File: src/rtl/ids_bus_pkg.sv
// Shared types for the IDS bus datapath: read-owner encoding and default bus widths.
package ids_bus_pkg;

   localparam int AW_DEFAULT = 12;
   localparam int DW_DEFAULT = 32;

   typedef enum logic [1:0] {
      OWN_NONE = 2'd0,
      OWN_SPI  = 2'd1,
      OWN_DMEM = 2'd2,
      OWN_DMA  = 2'd3
   } owner_e;

endpackage

File: src/rtl/ids_rsp_hold.sv
// Per-master read response stage: passes memory data through on the response cycle
// and holds it afterwards until that master's next read completes.
module ids_rsp_hold #(
   parameter int DW = 32
) (
   input  logic          i_clk,
   input  logic          i_rst_n,
   input  logic          i_fire,
   input  logic [DW-1:0] i_mem_rdata,
   output logic          o_rvalid,
   output logic [DW-1:0] o_rdata
);

   logic [DW-1:0] rdata_q;
   logic [DW-1:0] rdata_d;

   always_comb begin
      rdata_d = rdata_q;
      if (i_fire) begin
         rdata_d = i_mem_rdata;
      end
   end

   always_ff @(posedge i_clk or negedge i_rst_n) begin
      if (!i_rst_n) begin
         rdata_q <= '0;
      end else begin
         rdata_q <= rdata_d;
      end
   end

   // Bypass so the master sees the data in the same cycle rvalid is high.
   assign o_rvalid = i_fire;
   assign o_rdata  = i_fire ? i_mem_rdata : rdata_q;

endmodule

File: src/rtl/ids_bus_mux.sv
// Steers the granted master onto the shared memory port and routes each read
// response back to the master that issued it, independent of later grant changes.
module ids_bus_mux
   import ids_bus_pkg::*;
#(
   parameter int AW = AW_DEFAULT,
   parameter int DW = DW_DEFAULT
) (
   input  logic            i_clk,
   input  logic            i_rst_n,
   input  logic            i_gnt_spi,
   input  logic            i_gnt_dmem,
   input  logic            i_gnt_dma,
   input  logic            i_spi_req,
   input  logic            i_spi_we,
   input  logic [AW-1:0]   i_spi_addr,
   input  logic [DW-1:0]   i_spi_wdata,
   input  logic [DW/8-1:0] i_spi_be,
   input  logic            i_dmem_req,
   input  logic            i_dmem_we,
   input  logic [AW-1:0]   i_dmem_addr,
   input  logic [DW-1:0]   i_dmem_wdata,
   input  logic [DW/8-1:0] i_dmem_be,
   input  logic            i_dma_req,
   input  logic            i_dma_we,
   input  logic [AW-1:0]   i_dma_addr,
   input  logic [DW-1:0]   i_dma_wdata,
   input  logic [DW/8-1:0] i_dma_be,
   output logic [DW-1:0]   o_spi_rdata,
   output logic            o_spi_rvalid,
   output logic            o_spi_ack,
   output logic [DW-1:0]   o_dmem_rdata,
   output logic            o_dmem_rvalid,
   output logic            o_dmem_ack,
   output logic [DW-1:0]   o_dma_rdata,
   output logic            o_dma_rvalid,
   output logic            o_dma_ack,
   output logic            o_mem_en,
   output logic            o_mem_we,
   output logic [AW-1:0]   o_mem_addr,
   output logic [DW-1:0]   o_mem_wdata,
   output logic [DW/8-1:0] o_mem_be,
   input  logic [DW-1:0]   i_mem_rdata,
   output logic            o_bus_busy
);

   owner_e sel_owner;
   owner_e rd_owner_q;
   owner_e rd_owner_d;
   logic   rd_pend_q;
   logic   rd_pend_d;
   logic   err_multi_gnt_q;
   logic   err_multi_gnt_d;
   logic   multi_gnt;
   logic   rd_accept;

   // Fixed priority SPI > DMEM > DMA only matters when the arbiter misbehaves.
   always_comb begin
      sel_owner   = OWN_NONE;
      o_mem_en    = 1'b0;
      o_mem_we    = 1'b0;
      o_mem_addr  = '0;
      o_mem_wdata = '0;
      o_mem_be    = '0;
      if (i_gnt_spi && i_spi_req) begin
         sel_owner = OWN_SPI;
      end else if (i_gnt_dmem && i_dmem_req) begin
         sel_owner = OWN_DMEM;
      end else if (i_gnt_dma && i_dma_req) begin
         sel_owner = OWN_DMA;
      end
      case (sel_owner)
         OWN_SPI: begin
            o_mem_en    = 1'b1;
            o_mem_we    = i_spi_we;
            o_mem_addr  = i_spi_addr;
            o_mem_wdata = i_spi_wdata;
            o_mem_be    = i_spi_be;
         end
         OWN_DMEM: begin
            o_mem_en    = 1'b1;
            o_mem_we    = i_dmem_we;
            o_mem_addr  = i_dmem_addr;
            o_mem_wdata = i_dmem_wdata;
            o_mem_be    = i_dmem_be;
         end
         OWN_DMA: begin
            o_mem_en    = 1'b1;
            o_mem_we    = i_dma_we;
            o_mem_addr  = i_dma_addr;
            o_mem_wdata = i_dma_wdata;
            o_mem_be    = i_dma_be;
         end
         default: begin
         end
      endcase
   end

   assign o_spi_ack  = (sel_owner == OWN_SPI);
   assign o_dmem_ack = (sel_owner == OWN_DMEM);
   assign o_dma_ack  = (sel_owner == OWN_DMA);

   assign rd_accept = o_mem_en & ~o_mem_we;
   assign multi_gnt = (i_gnt_spi & i_gnt_dmem) | (i_gnt_spi & i_gnt_dma) | (i_gnt_dmem & i_gnt_dma);

   // The owner is captured at accept time so a grant change cannot redirect the response.
   always_comb begin
      rd_pend_d       = rd_accept;
      rd_owner_d      = rd_accept ? sel_owner : OWN_NONE;
      err_multi_gnt_d = err_multi_gnt_q | multi_gnt;
   end

   always_ff @(posedge i_clk or negedge i_rst_n) begin
      if (!i_rst_n) begin
         rd_pend_q       <= 1'b0;
         rd_owner_q      <= OWN_NONE;
         err_multi_gnt_q <= 1'b0;
      end else begin
         rd_pend_q       <= rd_pend_d;
         rd_owner_q      <= rd_owner_d;
         err_multi_gnt_q <= err_multi_gnt_d;
      end
   end

   assign o_bus_busy = rd_pend_q;

   ids_rsp_hold #(.DW(DW)) u_spi_rsp (
      .i_clk       (i_clk),
      .i_rst_n     (i_rst_n),
      .i_fire      (rd_pend_q && (rd_owner_q == OWN_SPI)),
      .i_mem_rdata (i_mem_rdata),
      .o_rvalid    (o_spi_rvalid),
      .o_rdata     (o_spi_rdata)
   );

   ids_rsp_hold #(.DW(DW)) u_dmem_rsp (
      .i_clk       (i_clk),
      .i_rst_n     (i_rst_n),
      .i_fire      (rd_pend_q && (rd_owner_q == OWN_DMEM)),
      .i_mem_rdata (i_mem_rdata),
      .o_rvalid    (o_dmem_rvalid),
      .o_rdata     (o_dmem_rdata)
   );

   ids_rsp_hold #(.DW(DW)) u_dma_rsp (
      .i_clk       (i_clk),
      .i_rst_n     (i_rst_n),
      .i_fire      (rd_pend_q && (rd_owner_q == OWN_DMA)),
      .i_mem_rdata (i_mem_rdata),
      .o_rvalid    (o_dma_rvalid),
      .o_rdata     (o_dma_rdata)
   );

endmodule

File: config.mk
export PLATFORM = sky130hd
export DESIGN_NAME = ids_bus_mux
export DESIGN_NICKNAME = d
export VERILOG_FILES = /design/src/rtl/ids_bus_pkg.sv /design/src/rtl/ids_rsp_hold.sv /design/src/rtl/ids_bus_mux.sv
export SDC_FILE = /design/constraint.sdc
export NUM_CORES = 1
export LEC_CHECK = 0
export CAP_MARGIN = 40
export CORE_AREA = 2 2 133 135
export DETAILED_ROUTE_END_ITERATION = 10
export DIE_AREA = 0 0 135 137
export HOLD_SLACK_MARGIN = 0.03
export PLACE_DENSITY = 0.73
export REMOVE_ABC_BUFFERS = 1
export SYNTH_ARGS = -nofsm -noshare
export SYNTH_HDL_FRONTEND = slang
export SYNTH_SLANG_ARGS = --single-unit
File: constraint.sdc
create_clock -name i_clk -period 3.6 [get_ports i_clk]
set_input_delay 0.9 -clock i_clk [delete_from_list [all_inputs] [get_ports i_clk]]
set_output_delay 0.9 -clock i_clk [all_outputs]
set_load 0.005 [all_outputs]
==> reports/metrics.cfg <==
[critical_path]
cp_slowest_cell=clkdlybuf4s50_1
cp_cell_sequence=clkdlybuf4s50_1, nand2_2, nor3b_4, buf_12, a221o_1, clkdlybuf4s50_1
cp_common_cell=clkdlybuf4s50_1
end_kind=output port
slowest_delay_ps=500
cp.arrival_ps=2660
crit_type=in -> out
critical_path_required_ps=2700
critical_path.max_fanout=21
start_kind=input pin
crit_family=buffers and inverters
worst-path-buf-inv=3

[logic_synthesis]
avgSynthCellArea_sq_um=13.7
ys_ff_latch=99
synth_top_family_by_area=multiplexers
synth_xor_area_share_pct=0
synthCells=340
seq_area_frac_synth_pct=53.3
netlist_area_sq_um=4650
ys_types=22
yosysWarnings=0
synth_compound_area_share_pct=10.8
synth_fa_ha_area_share_pct=0
muxShareOfSynthArea_pct=23.5
yosys.area_share.simple_pct=8.42

[grt]
grt_max_degree=59
use_met1_pct=19.9
grt_overflow=0
grt_pass1_wl_um=28200
grt.total_usage_pct=20.7
grt_pass1_vias=4829
grtUsageMet2_pct=39.4
grt_busiest_layer=met2
grt_use_met3_pct=7.19
antenna_found_initial=5

[timing]
timing.slew.headroom_pct=51.0
setup_viol=0
rsz0062_at_grt=true
finalCriticalPeriod_ps=3560
fmax_mhz=281
tightest_slew_ps=734
hold_slack_ps=496
hold_viol=0
fin_ws_ps=39.1
clock_skew_ps=10.2
fin_setup_tns_ps=0
slew_viol_final=0
fin_crit_sh_pct=98.9

[placement]
place_hpwl_um=15800
dpl_cell_area_sq_um=8370
place.gp.congestion=0.911
port_buffers=339
pre_cts_slack_ps=-169

[outcome]
outcome=completed

[routing]
wl_per_cell_um=22.0
postRouteAntennaNets=0
route.detailed.drc=0
first_pass_iters=6
drt_wl_total_um=20100
via_count=4501
initialDrtViolationCount=173
vias_per_cell=4.92

[finish]
drive_above_1_share_pct=20.7
fin_util_pct=51.5
seq_area_sq_um=2480
area_growth_pct=88.7
layout.nets=869
final_common_cell=clkdlybuf4s50_1
multi_input_area_sq_um=2000
fill_cells=1508
final_cell_mix=295 x clkdlybuf4s50_1, 99 x dfrtp_1, 96 x mux2_2, 49 x a221o_1, 48 x and3_1
final_area_sq_um=8780

[die]
core_area_sq_um=17100
initial_core_util_pct=27.3
die_h_um=137
die_area_sq_um=18500
rows=48
io_pins=340
die_w_um=135

[worst_hold_path]
min_path_type=reg -> reg

[clock_network]
clockBufferDepth=2
htree_levels=3
numCtsBuffers=9
path_clk_slew_ps=70
cts-root-buf=clkbuf_16
cts_tree=done
cts_hold_buf=0
insertion_delay_ps=340
cts.sinks=99

[power]
power_density_nw_per_um2=487
peakVddDrop_v=0.000238
cellLeakagePower_uw=0.00395

[job]
drv_cap=0

-- per-layer routing --
metal | vias to the layer above | wire [um]
met4 | 2 | 736
met1 | 2225 | 6730
li1 | 1998 | -
met3 | 48 | 1590
met5 | - | 11
met2 | 228 | 11000
-- power breakdown --
part / switching, uW / internal (uW) / total (uW)
Combinational: 568 / 1110 / 1680
Clock: 398 / 674 / 1070
Sequential: 83.7 / 1440 / 1520
-- metrics by stage --
stage,power [uW],cells
floorplan,2040,311
global placement,3190,893
detailed placement,3250,893
CTS,4330,910
global route,4490,914
finish,4270,915
-- synthesized netlist by cell type --
library cell   n  area [sq um]
clkbuf_2       1          5.00
and3_2         1          7.51
buf_6          6          67.6
inv_4          1          6.26
a31oi_1        1          6.26
nand2_4        1          11.3
dfrtp_1       99          2480
nand2_1        2          7.51
clkbuf_1       9          33.8
nand3b_1       2          15.0
mux2i_1        1          10.0
buf_2         13          65.1
and3_1        48           300
a221o_1       49           490
or2_2          1          6.26
or3b_2         1          8.76
a21oi_1        1          5.00
inv_1          3          11.3
nor2_2         1          6.26
mux2_2        96          1080
nand3_1        2          10.0
nor3b_4        1          18.8
-- logic make-up (layout without fill, tap and decap cells) --
logic type      Yosys count  count (layout)
compound gates           51              51
buf+inv                  33             379
flops                    99              99
mux                      97              97
other cells               0               4
simple gates             60              60
-- flip-flops by register name (all words and copies together) (netlist names) --
| signal | flops |
|---|---|
| u_dma_rsp.rdata_q | 32 |
| rd_owner_q | 2 |
| o_bus_busy | 1 |
| u_spi_rsp.rdata_q | 32 |
| u_dmem_rsp.rdata_q | 32 |
-- final timing paths --
| check | startpoint | to | slack [ps] | cells past startpoint |
|---|---|---|---|---|
| setup / recovery | i_gnt_dma | o_mem_wdata[24] | 40 | 6 |
| hold / removal | u_spi_rsp.rdata_q[27] | u_spi_rsp.rdata_q[27] | 500 | 1 |
| setup reg to reg | o_bus_busy | u_dma_rsp.rdata_q[23] | 1880 | 3 |
| hold reg to reg | u_spi_rsp.rdata_q[27] | u_spi_rsp.rdata_q[27] | 500 | 1 |
| max in group asynchronous | i_rst_n | u_dmem_rsp.rdata_q[1] | 2270 | 2 |
| min in group asynchronous | i_rst_n | u_dma_rsp.rdata_q[18] | 630 | 1 |
-- area by class of cell --
cell class,count,share of cell area [%]
tap,225,3.21
antenna,4,0.114
clock buffer,10,2.61
timing repair buffer,360,41.7
sequential,99,28.2
inverter,4,0.200
multi-input combinational,208,22.8
clock inverter,5,1.17
-- what timing repair did --
| item | in CTS | in global routing |
|---|---|---|
| gates resized for setup | 36 | 12 |
| gates cloned | 1 | 1 |
| buffers inserted | 1 | 0 |
| setup endpoints to repair | 49 | 17 |
| pin swaps | 6 | 3 |
(Power assumes the default switching activity.)
